`src/rtl/mem_stage.sv`:
```
// MIPS memory stage: EXE/MEM register, word-organised data memory and MEM/WB register.
// Exports the EXE/MEM fields for forwarding/hazard logic and a sticky illegal-access flag.
module mem_stage #(
  parameter int DATA_W     = 32,
  parameter int REG_ADDR_W = 5,
  parameter int DEPTH      = 64,
  parameter int BASE_ADDR  = 1024
) (
  input  logic                  clk,
  input  logic                  rst,
  input  logic                  freeze,
  input  logic                  flush,
  input  logic                  WB_EN_in,
  input  logic                  MEM_R_EN_in,
  input  logic                  MEM_W_EN_in,
  input  logic [REG_ADDR_W-1:0] dest_in,
  input  logic [DATA_W-1:0]     ALU_res_in,
  input  logic [DATA_W-1:0]     ST_value_in,
  output logic [DATA_W-1:0]     ALU_res_MEM,
  output logic [REG_ADDR_W-1:0] dest_MEM,
  output logic                  WB_EN_MEM,
  output logic                  MEM_R_EN_MEM,
  output logic                  WB_EN_out,
  output logic                  MEM_R_EN_out,
  output logic [REG_ADDR_W-1:0] dest_out,
  output logic [DATA_W-1:0]     ALU_res_out,
  output logic [DATA_W-1:0]     mem_data_out,
  output logic                  mem_err
);

  localparam int IDX_W = (DEPTH > 1) ? $clog2(DEPTH) : 1;

  // EXE/MEM register
  logic                  exWbEn_q, exWbEn_d;
  logic                  exREn_q, exREn_d;
  logic                  exWEn_q, exWEn_d;
  logic [REG_ADDR_W-1:0] exDest_q, exDest_d;
  logic [DATA_W-1:0]     exAluRes_q, exAluRes_d;
  logic [DATA_W-1:0]     exStValue_q, exStValue_d;

  // MEM/WB register
  logic                  wbWbEn_q, wbWbEn_d;
  logic                  wbREn_q, wbREn_d;
  logic [REG_ADDR_W-1:0] wbDest_q, wbDest_d;
  logic [DATA_W-1:0]     wbAluRes_q, wbAluRes_d;
  logic [DATA_W-1:0]     wbMemData_q, wbMemData_d;

  logic                  err_q, err_d;

  logic [DATA_W-1:0]     mem_q [DEPTH];

  logic [DATA_W-1:0]     offset;
  logic [IDX_W-1:0]      wordIdx;
  logic                  legal;
  logic                  accessErr;
  logic                  memWrite;
  logic [DATA_W-1:0]     readData;

  // Addresses below BASE_ADDR wrap to huge offsets and fail the range test.
  always_comb begin
    offset    = exAluRes_q - DATA_W'(BASE_ADDR);
    wordIdx   = offset[IDX_W+1:2];
    legal     = (offset[1:0] == 2'b00) && ((offset >> 2) < DATA_W'(DEPTH));
    accessErr = (exREn_q || exWEn_q) && !legal;
    memWrite  = exWEn_q && !freeze && legal;
    readData  = '0;
    if (exREn_q && !exWEn_q && legal) begin
      readData = mem_q[wordIdx];
    end
  end

  always_comb begin
    exWbEn_d    = exWbEn_q;
    exREn_d     = exREn_q;
    exWEn_d     = exWEn_q;
    exDest_d    = exDest_q;
    exAluRes_d  = exAluRes_q;
    exStValue_d = exStValue_q;
    if (!freeze) begin
      if (flush) begin
        exWbEn_d    = 1'b0;
        exREn_d     = 1'b0;
        exWEn_d     = 1'b0;
        exDest_d    = '0;
        exAluRes_d  = '0;
        exStValue_d = '0;
      end else begin
        exWbEn_d    = WB_EN_in;
        exREn_d     = MEM_R_EN_in;
        exWEn_d     = MEM_W_EN_in;
        exDest_d    = dest_in;
        exAluRes_d  = ALU_res_in;
        exStValue_d = ST_value_in;
      end
    end
  end

  always_comb begin
    wbWbEn_d    = wbWbEn_q;
    wbREn_d     = wbREn_q;
    wbDest_d    = wbDest_q;
    wbAluRes_d  = wbAluRes_q;
    wbMemData_d = wbMemData_q;
    err_d       = err_q;
    if (!freeze) begin
      wbWbEn_d    = exWbEn_q;
      wbREn_d     = exREn_q;
      wbDest_d    = exDest_q;
      wbAluRes_d  = exAluRes_q;
      wbMemData_d = readData;
      err_d       = err_q | accessErr;
    end
  end

  always_ff @(posedge clk or negedge rst) begin
    if (!rst) begin
      exWbEn_q    <= 1'b0;
      exREn_q     <= 1'b0;
      exWEn_q     <= 1'b0;
      exDest_q    <= '0;
      exAluRes_q  <= '0;
      exStValue_q <= '0;
      wbWbEn_q    <= 1'b0;
      wbREn_q     <= 1'b0;
      wbDest_q    <= '0;
      wbAluRes_q  <= '0;
      wbMemData_q <= '0;
      err_q       <= 1'b0;
    end else begin
      exWbEn_q    <= exWbEn_d;
      exREn_q     <= exREn_d;
      exWEn_q     <= exWEn_d;
      exDest_q    <= exDest_d;
      exAluRes_q  <= exAluRes_d;
      exStValue_q <= exStValue_d;
      wbWbEn_q    <= wbWbEn_d;
      wbREn_q     <= wbREn_d;
      wbDest_q    <= wbDest_d;
      wbAluRes_q  <= wbAluRes_d;
      wbMemData_q <= wbMemData_d;
      err_q       <= err_d;
    end
  end

  // A frozen store stays in EXE/MEM, so it lands exactly once on the first unfrozen edge.
  always_ff @(posedge clk or negedge rst) begin
    if (!rst) begin
      for (int i = 0; i < DEPTH; i++) begin
        mem_q[i] <= '0;
      end
    end else if (memWrite) begin
      mem_q[wordIdx] <= exStValue_q;
    end
  end

  assign ALU_res_MEM  = exAluRes_q;
  assign dest_MEM     = exDest_q;
  assign WB_EN_MEM    = exWbEn_q;
  assign MEM_R_EN_MEM = exREn_q;
  assign WB_EN_out    = wbWbEn_q;
  assign MEM_R_EN_out = wbREn_q;
  assign dest_out     = wbDest_q;
  assign ALU_res_out  = wbAluRes_q;
  assign mem_data_out = wbMemData_q;
  assign mem_err      = err_q;

endmodule

```
`config.mk`:
```
export PLATFORM = sky130hd
export DESIGN_NAME = mem_stage
export DESIGN_NICKNAME = d
export VERILOG_FILES = /design/src/rtl/mem_stage.sv
export SDC_FILE = /design/constraint.sdc
export NUM_CORES = 2
export LEC_CHECK = 0
export ABC_AREA = 1
export CAP_MARGIN = 20
export CORE_ASPECT_RATIO = 1.5
export CORE_MARGIN = 8
export CORE_UTILIZATION = 55
export CTS_CLUSTER_DIAMETER = 100
export CTS_CLUSTER_SIZE = 25
export DETAILED_ROUTE_END_ITERATION = 6
export PLACE_DENSITY_LB_ADDON = 0.08
export SLEW_MARGIN = 20
export SYNTH_ARGS = -nofsm -noshare
export SYNTH_HDL_FRONTEND = slang
export SYNTH_SLANG_ARGS = --single-unit
```
`constraint.sdc`:
```
create_clock -name clk -period 4.26 [get_ports clk]
set_clock_uncertainty 0.1 [all_clocks]
set_input_delay 0.852 -clock clk [delete_from_list [all_inputs] [get_ports clk]]
set_output_delay 0.852 -clock clk [all_outputs]
set_load 0.05 [all_outputs]
```
==> impl_metrics.env <==
export IMPL_status="finished clean"
export IMPL_worst_pin_slew_ps=1240
export IMPL_synth_cell_types=26
export IMPL_nets=13500
export IMPL_root_buffer="clkbuf_16"
export IMPL_dieArea_sq_um=210000
export IMPL_worstSetupStartpointType="flip-flop"
export IMPL_grt_start_max_net_pins=163
export IMPL_worstHoldPathType="in -> reg"
export IMPL_powerDensity_nw_per_um2=337
export IMPL_insertion_delay_ps=790
export IMPL_rows=199
export IMPL_final_core_util_pct=58.8
export IMPL_first_global_vias=101000
export IMPL_antenna_found_initial=10
export IMPL_layout_setup_ws_ps=408
export IMPL_fin_setup_tns_ps=0
export IMPL_yosysSeqAreaShare_pct=51.0
export IMPL_io_buffers=186
export IMPL_cts_sinks=2192
export IMPL_syn_nets=14200
export IMPL_slew_violations=0
export IMPL_slew_headroom_pct=17.4
export IMPL_die_x_um=377
export IMPL_initial_core_util_pct=55.1
export IMPL_chipHeight_um=558
export IMPL_syn_avg_cell_area_sq_um=7.60
export IMPL_path_delay_family="buffers and inverters"
export IMPL_grt_pass1_wl_mm=648
export IMPL_fin_crit_sh_pct=90.4
export IMPL_synthCells=14200
export IMPL_fin_crit_ps=3850
export IMPL_synth_top_area_share_pct=51.0
export IMPL_r2r_slack_ps=630
export IMPL_place_inst=16000
export IMPL_drt_iter0_drc=14600
export IMPL_max_stage_delay_ps=1030
export IMPL_htreeDepth=3
export IMPL_numCtsBuffers=97
export IMPL_place_gp_congestion=0.965
export IMPL_worstPathRequired_ps=3310
export IMPL_drt_wl_total_mm=431
export IMPL_cts_tree="done"
export IMPL_yosys_top_cells_count="5455 x nand2_1, 2192 x dfrtp_1, 2077 x nand4_1"
export IMPL_dr_total_vias=105000
export IMPL_setup_viol=0
export IMPL_drc=0
export IMPL_core_area_sq_um=195000
export IMPL_fillers=17900
export IMPL_netlist_top_cells_area="dfrtp_1 51%, nand2_1 19%, nand4_1 12%"
export IMPL_synth_most_common_cell="nand2_1"
export IMPL_synth_largest_area_cell="dfrtp_1"
export IMPL_cap_violations=0
export IMPL_cts_buffer_depth=3
export IMPL_ys_seq_elements=2192
export IMPL_post_place_ws_ps=762
export IMPL_ir_drop_mv=0.375
export IMPL_criticalPathCategory="reg -> out"
export IMPL_synth_edf_count=0
export IMPL_worstPathArrival_ps=2900
export IMPL_async_flop_share_pct=100
export IMPL_grt_usage_pct=40.0
export IMPL_cp_end_kind="output port"
export IMPL_ant_nets=0
export IMPL_cp_max_fo=102
export IMPL_rsz0062_at_grt="no"
export IMPL_routedWlPerCell_um=26.8
export IMPL_p_leak_uw=0.0617
export IMPL_drt_vias_per_instance=6.50
export IMPL_synth_ff_type="dfrtp_1"
export IMPL_firstDrtPassIters=6
export IMPL_ios=187
export IMPL_final_cells=16100
export IMPL_area_growth_pct=6.60
export IMPL_hold_violations=0
export IMPL_path_cells="buf_12 -> clkdlybuf4s50_1"
export IMPL_dp_hpwl_mm=258
export IMPL_grt_ovfl_total=0
export IMPL_yosys_warnings=0
export IMPL_fmax_ghz=0.260
export IMPL_syn_area_sq_um=108000
export IMPL_path_buf_inv=2
export IMPL_crit_path_top_delay_cell="clkdlybuf4s50_1"
export IMPL_layout_drive_gt1_share_pct=5.40
export IMPL_clk_pin_slew_worst_paths_ps=110
export IMPL_cts_resized=0
==> cell type report <==
class	count	area, sq um	area share [%]
diodes	6	15.0	0.0131
flip-flops and latches	2192	55000	47.9
multi-input cells	10300	46500	40.5
clock buffers	110	2520	2.20
repair buffers	672	6660	5.80
inverters	191	737	0.642
well taps	2613	3270	2.85
clock inverters	5	86.3	0.0752
==> cells in the final DEF, fill, tap and decap left out, types with 19 or more instances in the layout <==
cell type        synthesis  routed
a21oi_1                 22      22
o22a_1                  19      19
nor2_2                   7      71
buf_4                   24     395
nand2_1               5455    5455
nand3_1                150     142
o22ai_1                440     440
o21ai_0                557     557
dfrtp_1               2192    2157
inv_1                  181     179
clkdlybuf4s50_1          0     184
clkbuf_16                0      99
nor2_1                1537    1471
dfrtp_4                  0      29
nand4_1               2077    2077
buf_12                   0      90
nor3_1                  33      25
==> state kept, by name, summed over array words and instances (netlist names) <==
register / flops
ALU_res_MEM: 32
WB_EN_out: 1
dest_out: 5
exStValue_q: 32
mem_err: 1
exWEn_q: 1
ALU_res_out: 32
MEM_R_EN_MEM: 1
mem_data_out: 32
MEM_R_EN_out: 1
mem_q: 2048
WB_EN_MEM: 1
dest_MEM: 5
==> kinds of logic after synthesis <==
logic type | count (synthesis) | synth area share (%)
AO/OA/AOI/OAI | 1046 | 5.45
buffers and inverters | 1649 | 6.15
flip-flops | 2192 | 51.0
AND/OR/NAND/NOR | 9272 | 37.4
==> where the power goes <==
group          internal (uW)  switching (uW)
clock                   4340            6890
sequential             20900             600
combinational           1330            4570
==> worst reg2reg max path, cell delays in order, from the launching register on <==
cell     delay [ps]
dfrtp_1         460
nor2_1          220
nand2_1         110
nor2_2          240
nand2_1         120
o21ai_1         180
nand3_1          90
nor2_1           90
nand2_1         110
nor2_4          130
buf_12          230
buf_12          300
buf_4           450
nand3_1         140
buf_4           350
nand2_1         130
nand2_1          60
==> routing by layer <==
layer  share of wire (%)  wire length, um  GRT usage (%)  up-vias
met2                  45           194000           61.5     6723
met3                  10            45100           7.56     1431
met5               0.011               46              0        -
met4                 9.1            39300           30.0        6
met1                  36           153000           50.3    50900
li1                    -                -              -    45700
==> through the flow <==
stage | hold slack (ps) | instance area [sq um] | power, uW
3_3_place_gp | 353 | 112000 | 27600
2_1_floorplan | 342 | 108000 | 24400
3_5_place_dp | 358 | 112000 | 27600
6_report | 304 | 115000 | 38600
4_1_cts | 263 | 115000 | 38500
5_1_grt | 301 | 115000 | 39600
==> final timing paths <==
check                           startpoint          endpoint  cells after the start
max in group asynchronous              rst    ALU_res_MEM[4]                      3
min reg2reg                    mem_q[1182]       mem_q[1182]                      2
max reg2reg                ALU_res_MEM[16]        mem_q[233]                     16
min in group asynchronous              rst        mem_q[437]                      2
max                         ALU_res_MEM[3]    ALU_res_MEM[3]                      2
min                                 freeze  mem_data_out[20]                      3
==> repair_timing <==
| action | CTS | global route |
|---|---|---|
| hold buffers | 1 | 0 |
| endpoints found under the hold margin | 3 | 0 |
| buffers inserted | 0 | 0 |
No activity file was read; power rests on OpenSTA's default activity.
